--- src/rtl/lcd_spi_writer.sv ---
// Serializes 9-bit {dc, byte} words from the LCD sequencer onto the ST7735 4-wire SPI
// bus (CPOL=0, CPHA=0, MSB first), with a one-cycle wr_done per byte and an inter-byte gap.
module lcd_spi_writer #(
  parameter int CLK_DIV = 2,
  parameter int GAP_CYC = 4
) (
  input  logic       sys_clk,
  input  logic       sys_rst_n,
  input  logic [8:0] data,
  input  logic       en_write,
  output logic       wr_done,
  output logic       busy,
  output logic       lcd_cs,
  output logic       lcd_dc,
  output logic       lcd_sclk,
  output logic       lcd_mosi
);

  localparam int HW = (CLK_DIV > 1) ? $clog2(CLK_DIV) : 1;
  localparam int GW = $clog2(GAP_CYC);
  localparam logic [HW-1:0] H_LAST = HW'(CLK_DIV - 1);
  localparam logic [GW-1:0] G_LAST = GW'(GAP_CYC - 1);

  typedef enum logic [2:0] {IDLE, SETUP, SHIFT, HOLD, DONE, GAP} state_t;

  state_t        state;
  logic [HW-1:0] half_cnt;
  logic [GW-1:0] gap_cnt;
  logic [2:0]    bit_cnt;
  logic          phase_lo;
  logic [7:0]    shift_reg;
  logic          dc_reg;
  logic          half_end;

  assign half_end = (half_cnt == H_LAST);

  // Word capture and shifting; the next bit is moved up at the end of each high
  // half-period so MOSI changes together with the SCLK falling edge.
  always_ff @(posedge sys_clk) begin
    if (state == IDLE && en_write) begin
      shift_reg <= data[7:0];
      dc_reg    <= data[8];
    end else if (state == SHIFT && !phase_lo && half_end) begin
      shift_reg <= {shift_reg[6:0], 1'b0};
    end
  end

  // Outputs are registered from the current state, so each pin lags its state by one edge.
  always_ff @(posedge sys_clk or negedge sys_rst_n) begin
    if (!sys_rst_n) begin
      state    <= IDLE;
      half_cnt <= '0;
      gap_cnt  <= '0;
      bit_cnt  <= '0;
      phase_lo <= 1'b0;
      wr_done  <= 1'b0;
      busy     <= 1'b0;
      lcd_cs   <= 1'b1;
      lcd_dc   <= 1'b0;
      lcd_sclk <= 1'b0;
      lcd_mosi <= 1'b0;
    end else begin
      wr_done <= 1'b0;
      case (state)
        IDLE: begin
          lcd_cs   <= 1'b1;
          lcd_sclk <= 1'b0;
          if (en_write) begin
            state    <= SETUP;
            busy     <= 1'b1;
            half_cnt <= '0;
          end
        end
        SETUP: begin
          lcd_cs   <= 1'b0;
          lcd_dc   <= dc_reg;
          lcd_mosi <= shift_reg[7];
          lcd_sclk <= 1'b0;
          if (half_end) begin
            state    <= SHIFT;
            half_cnt <= '0;
            bit_cnt  <= 3'd7;
            phase_lo <= 1'b0;
          end else begin
            half_cnt <= half_cnt + 1'b1;
          end
        end
        SHIFT: begin
          lcd_sclk <= ~phase_lo;
          lcd_mosi <= shift_reg[7];
          if (half_end) begin
            half_cnt <= '0;
            phase_lo <= ~phase_lo;
            if (phase_lo) begin
              if (bit_cnt == 3'd0) state <= HOLD;
              else                 bit_cnt <= bit_cnt - 3'd1;
            end
          end else begin
            half_cnt <= half_cnt + 1'b1;
          end
        end
        HOLD: begin
          lcd_sclk <= 1'b0;
          if (half_end) begin
            state    <= DONE;
            half_cnt <= '0;
          end else begin
            half_cnt <= half_cnt + 1'b1;
          end
        end
        DONE: begin
          wr_done <= 1'b1;
          lcd_cs  <= 1'b1;
          state   <= GAP;
          gap_cnt <= '0;
        end
        GAP: begin
          lcd_cs <= 1'b1;
          if (gap_cnt == G_LAST) begin
            state <= IDLE;
            busy  <= 1'b0;
          end else begin
            gap_cnt <= gap_cnt + 1'b1;
          end
        end
        default: state <= IDLE;
      endcase
    end
  end

endmodule
--- config.mk ---
export PLATFORM = sky130hd
export DESIGN_NAME = lcd_spi_writer
export DESIGN_NICKNAME = d
export VERILOG_FILES = /design/src/rtl/lcd_spi_writer.sv
export SDC_FILE = /design/constraint.sdc
export NUM_CORES = 1
export LEC_CHECK = 0
export CAP_MARGIN = 20
export CORE_AREA = 2 2 50 52
export CTS_BUF_LIST = sky130_fd_sc_hd__clkbuf_16
export CTS_CLUSTER_DIAMETER = 40
export DETAILED_ROUTE_END_ITERATION = 12
export DIE_AREA = 0 0 52 54
export PLACE_DENSITY_LB_ADDON = 0.1
export SLEW_MARGIN = 15
export SYNTH_ARGS = -nofsm -noshare
export SYNTH_HDL_FRONTEND = slang
export SYNTH_SLANG_ARGS = --single-unit
--- constraint.sdc ---
create_clock -name sys_clk -period 5.6 [get_ports sys_clk]
set_input_delay 0.56 -clock sys_clk [delete_from_list [all_inputs] [get_ports sys_clk]]
set_output_delay 0.56 -clock sys_clk [all_outputs]
set_load 0.02 [all_outputs]
Word-level counts from Yosys, hierarchy flattened
Cells that the tools add are included.
{ "totals": {"input_bits": 12, "elab_cells": 84, "reg_bits": 25, "output_inout_bits": 6} }
{ "op_classes": {"n_reduce_logical": 23, "n_mux": 29, "eq_ne": 15, "bitwise_logic": 1, "n_addsub": 3} }
{ "ops": {"columns": ["op", "count"], "rows": [
  ["2-to-1 mux 3 bit", 11],
  ["one-hot mux 3 bit (6 select lines)", 1],
  ["2-to-1 mux 8 bit", 2],
  ["inequality test 2 bit (second input constant)", 8],
  ["nonzero test 2 bit", 7],
  ["one-hot mux 1 bit (2 select lines)", 5],
  ["OR reduction 3 bit", 3],
  ["2-to-1 mux 1 bit", 7],
  ["AND reduction 7 bit", 1],
  ["equality test 3 x 2 -> 1 bit (second input constant)", 2],
  ["equality test 3 bit (second input constant)", 2],
  ["zero test 3 bit", 2],
  ["one-hot mux 3 bit (2 select lines)", 1],
  ["AND reduction 3 bit", 2],
  ["AND reduction 5 bit", 1],
  ["one-hot mux 2 bit (2 select lines)", 1],
  ["AND reduction 2 bit", 2],
  ["equality test 3 x 1 -> 1 bit (second input constant)", 1],
  ["logical AND 1 bit", 3],
  ["subtractor 3 x 1 -> 3 bit (second input constant)", 1],
  ["adder 2 x 1 -> 2 bit (second input constant)", 1],
  ["equality test 2 bit (second input constant)", 1],
  ["2-to-1 mux 2 bit", 1],
  ["inequality test 2 x 1 -> 1 bit (second input constant)", 1],
  ["other kinds (4)", 4]
]} }

Logic depth before layout (Yosys ltp)
{ "logic_depth": {"depth_word": 5, "ltp_mapped": 6, "ltp_nobuf": 6} }

Least setup slack after synthesis
OpenSTA, ideal clock, no wires.
{ "synth_timing": {"path_kind": "flip-flop to flip-flop", "start": "register state[1]", "end": "register shift_reg[0], enable pin", "required_ns": 5.217, "t_arrival_ns": 1.504, "synth_period_minus_slack_ns": 1.887, "n_path_buf": 1, "path_stages_with_launch": 5, "path_slack_ns": 3.713, "cell_sequence": "dfrtp_1 buf_2 nor2b_1 a21oi_1 nor3_1"} }
{ "synth_between": {"elab_chain_len": 4, "elab_cells_between_ends": 6, "cone_classes": "eq/ne (1); reduce/logical (5)"} }
{ "synth_rtl": {"columns": ["item", "line", "text"], "rows": [
  ["start: declaration", "26", "state_t state;"],
  ["start signal: assignment", "51", "state <= IDLE;"],
  ["start signal: assignment", "69", "state <= SETUP;"],
  ["start signal: assignment", "80", "state <= SHIFT;"],
  ["equality test 3 x 2 -> 1 bit", "43", "end else if (state == SHIFT && !phase_lo && half_end) begin"],
  ["logical AND 1 bit (2 in a row)", "43", null],
  ["nonzero test 2 bit (no source line) *", null, null],
  ["end signal: assignment", "41", "shift_reg <= data[7:0];"],
  ["end signal: assignment", "44", "shift_reg <= {shift_reg[6:0], 1'b0};"],
  ["end: declaration", "31", "logic [7:0] shift_reg;"]
]} }
Every way passes the cells marked *; elsewhere a longest branch is shown, timed or not.
A chain may end at the register's enable or synchronous reset.

Worst setup path after layout
{ "layout_timing": {"start": "input port en_write", "end": "register shift_reg[1], data pin"} }
{ "layout_between": {"elab_chain_len": 2} }
{ "layout_rtl": {"columns": ["item", "line", "text"], "rows": [
  ["start: declaration", "10", "input logic en_write,"],
  ["logical AND 1 bit", "40", "if (state == IDLE && en_write) begin"],
  ["2-to-1 mux 8 bit", "40", null]
]} }
Every way passes these cells.

==> PnR_summary.wiki <==
{| class="wikitable"
! Metric !! Value
|-
| Remaining Overflow, GRT || 0
|-
| Syn Area/Cell || 11.8 um2
|-
| Setup Skew || 0.00278 ns
|-
| Initial DRC count || 18
|-
| Root buffer cell || clkbuf_16
|-
| Largest net degree at the start of global routing || 19
|-
| Initial DRT Pass Iterations || 4
|-
| Synthesized area || 0.00121 mm2
|-
| Number of flops mapped to enable cells by yosys || 9
|-
| Number of flip-flops under the largest register name || 8
|-
| Initial standard-cell utilization of the core || 52.4%
|-
| Slew Viols, Final || 0
|-
| Final setup viols || 0
|-
| Yosys warning total || 0
|-
| Slack of the worst reg-to-reg path || 3.71 ns
|-
| IR drop worst, VDD || 0.325 mV
|-
| Portion of synthesized cell area occupied by the leading cell type || 30.9%
|-
| Category of the most critical setup path || in -> reg
|-
| Fraction of the yosys area taken by sequential cells || 55.3%
|-
| First-pass GRT wire length || 3520 um
|-
| Remaining design rule violation count || 0
|-
| Distinct cells, synth || 33
|-
| Via density per instance || 5.60
|-
| Core Region || 0.00232 mm2
|-
| Count of antenna-violating nets left after detailed routing || 0
|-
| Resize count post-CTS || 0
|-
| Pwr dens || 582 mW/mm2
|-
| Final #Nets || 137
|-
| Sink Count || 25
|-
| Total die area || 0.00281 mm2
|-
| Flip-flop and latch count after synthesis || 25
|-
| Post-detail-place hpwl || 1500 um
|-
| Source-to-sink clock delay at the later pin of the worst-skew pair || 0.26 ns
|-
| Launching element of the worst setup path || en_write
|-
| End of the worst register-to-register path || shift_reg[1]
|-
| Setup fix buffers added after clock tree synthesis || 0
|-
| Max Fanout on Critical Path || 9
|-
| Leading register cell type out of synthesis || dfrtp_1
|-
| Kind of capture point of the worst setup path || flop
|-
| Number of standard cells after synthesis || 103
|-
| FFs w/ async S/R, synth || 64.0%
|-
| Tcrit/Tclk final || 35.7%
|-
| Crit path DAT || 2.01 ns
|-
| Launching point of the worst reg2reg path || state[0]
|-
| Core utilization of the finished layout || 64.1%
|-
| Number of clock buffers inserted by TritonCTS || 3
|-
| Clock slew seen by the registers of the worst setup and hold paths || 0.06 ns
|-
| P&R area growth vs syn || 22.3%
|-
| Number of cells in the design after placement || 146
|-
| Clock tree from TritonCTS || done
|-
| Initial antenna violation count || 0
|-
| Mean routed wirelength per cell || 13.8 um
|-
| PortBufs || 17
|-
| Data required time of the critical path || 5.61 ns
|-
| Post-synthesis net count || 118
|-
| Number of antenna repair diodes || 0
|-
| Most numerous cell types in the synthesized netlist || dfrtp_1, edfxtp_1, mux2_2
|-
| Smallest hold slack || 0.462 ns
|-
| Cell count of the worst reg-to-reg path || 2
|-
| Post-synthesis cell type with the largest combined area || dfrtp_1
|-
| Unrepaired setup endpoints after global routing || no
|-
| Vias post-DR || 845
|-
| Worst setup SP type || primary input
|-
| TNS Setup || 0 ns
|-
| Post-CTS Hold Buffers || 0
|-
| H-tree depth || 1
|-
| Number of placement rows || 18
|-
| Worst Setup EP || shift_reg[1]
|-
| Worst min-delay path class || reg -> reg
|-
| Upper clock frequency limit || 0.500 GHz
|-
| Final estimated routing congestion in global placement || 0.708
|-
| Worst Tran Pin Value || 0.723 ns
|-
| Hold Fails Final Rpt || 0
|-
| Vertical die dimension || 54 um
|-
| Final Critical Period || 2.00 ns
|-
| Final std cells w/o fill || 151
|-
| Tot GR Track Use || 17.4%
|-
| Number of maximum-capacitance violations || 0
|-
| Final routed wirelength across all metal layers || 2080 um
|-
| Most frequent cell after synthesis || dfrtp_1
|-
| Number of fillers in the final layout || 190
|-
| Boundary pin count || 18
|-
| Via count of the first global-routing pass || 779
|-
| Synth area leaders || dfrtp_1, edfxtp_1, mux2_2
|-
| Status || complete, no violations
|-
| Leakage power summed over all cells || 0.596 nW
|-
| Horizontal die dimension || 52 um
|-
| Layout cells sized above 1 || 14.9%
|-
| Clock tree buffer depth || 2
|-
| Rel. slew slack || 51.6%
|}
## worst min-delay path by stage
stage / from / to / slack, ns / cells after the start
after floorplan: sys_rst_n / bit_cnt[0] / 0.26 / 0
after global placement: lcd_cs / lcd_cs / 0.46 / 2
after detailed placement: lcd_cs / lcd_cs / 0.45 / 2
after CTS: lcd_cs / lcd_cs / 0.47 / 2
after global routing: lcd_cs / lcd_cs / 0.49 / 2
final: lcd_cs / lcd_cs / 0.46 / 2
## critical path, stage by stage
cell and delay, ns:
clkdlybuf4s50_1 0.55, nor4b_4 0.50, mux2_2 0.39
## kinds of logic after synthesis
group	after synthesis	synth area share, %
compound gates	20	11.2
xor+xnor	1	0.721
fa+ha+maj	3	3.09
buf+inv	11	4.12
flops	25	55.3
mux	9	8.34
simple gates	34	17.2
## layer usage
layer / vias up / GRT usage (%) / wire (um)
met5: - / 0 / 0
li1: 414 / - / -
met1: 408 / 21.8 / 868
met4: 0 / 9.21 / 29
met2: 21 / 28.7 / 1100
met3: 2 / 3.33 / 84
## placed cells by master (no fill, tap or decap), types with 2 or more instances in the layout
master            n
o21ai_0           3
nand3_1           2
and2_1            2
clkbuf_16         3
nand2_1           7
edfxtp_1          9
dfrtp_1          15
ha_1              3
o31ai_1           3
clkdlybuf4s50_1  17
nor2_1            3
inv_1             7
nand2b_1          3
and4_1            3
a21oi_1           5
a211oi_1          3
nor2b_1           4
nor3_1            5
mux2_2            9
## metrics by stage
stage | power [mW] | instance area, um2 | worst slack, ns
after floorplan | 0.612 | 1210 | 3.71
after global placement | 0.693 | 1400 | 3.15
after detailed placement | 0.709 | 1400 | 3.08
after CTS | 0.872 | 1480 | 3.35
after global routing | 0.935 | 1490 | 3.54
final | 0.865 | 1490 | 3.60
## area by class of cell
class                   instances  area, um2  share of cell area (%)
clock buffers                   3       75.1                    5.05
clock inverters                 1       7.51                   0.505
inverters                       7       26.3                    1.77
multi-input cells              67        493                    33.2
flip-flops and latches         25        672                    45.2
well taps                      30       37.5                    2.53
repair buffers                 18        175                    11.8
## power breakdown
part	switching, mW	total (mW)	internal (mW)
clock network	0.0629	0.160	0.0968
logic	0.165	0.333	0.168
registers	0.0907	0.372	0.281
total	0.319	0.865	0.546
Note: power is estimated with default switching activity, not from simulation.
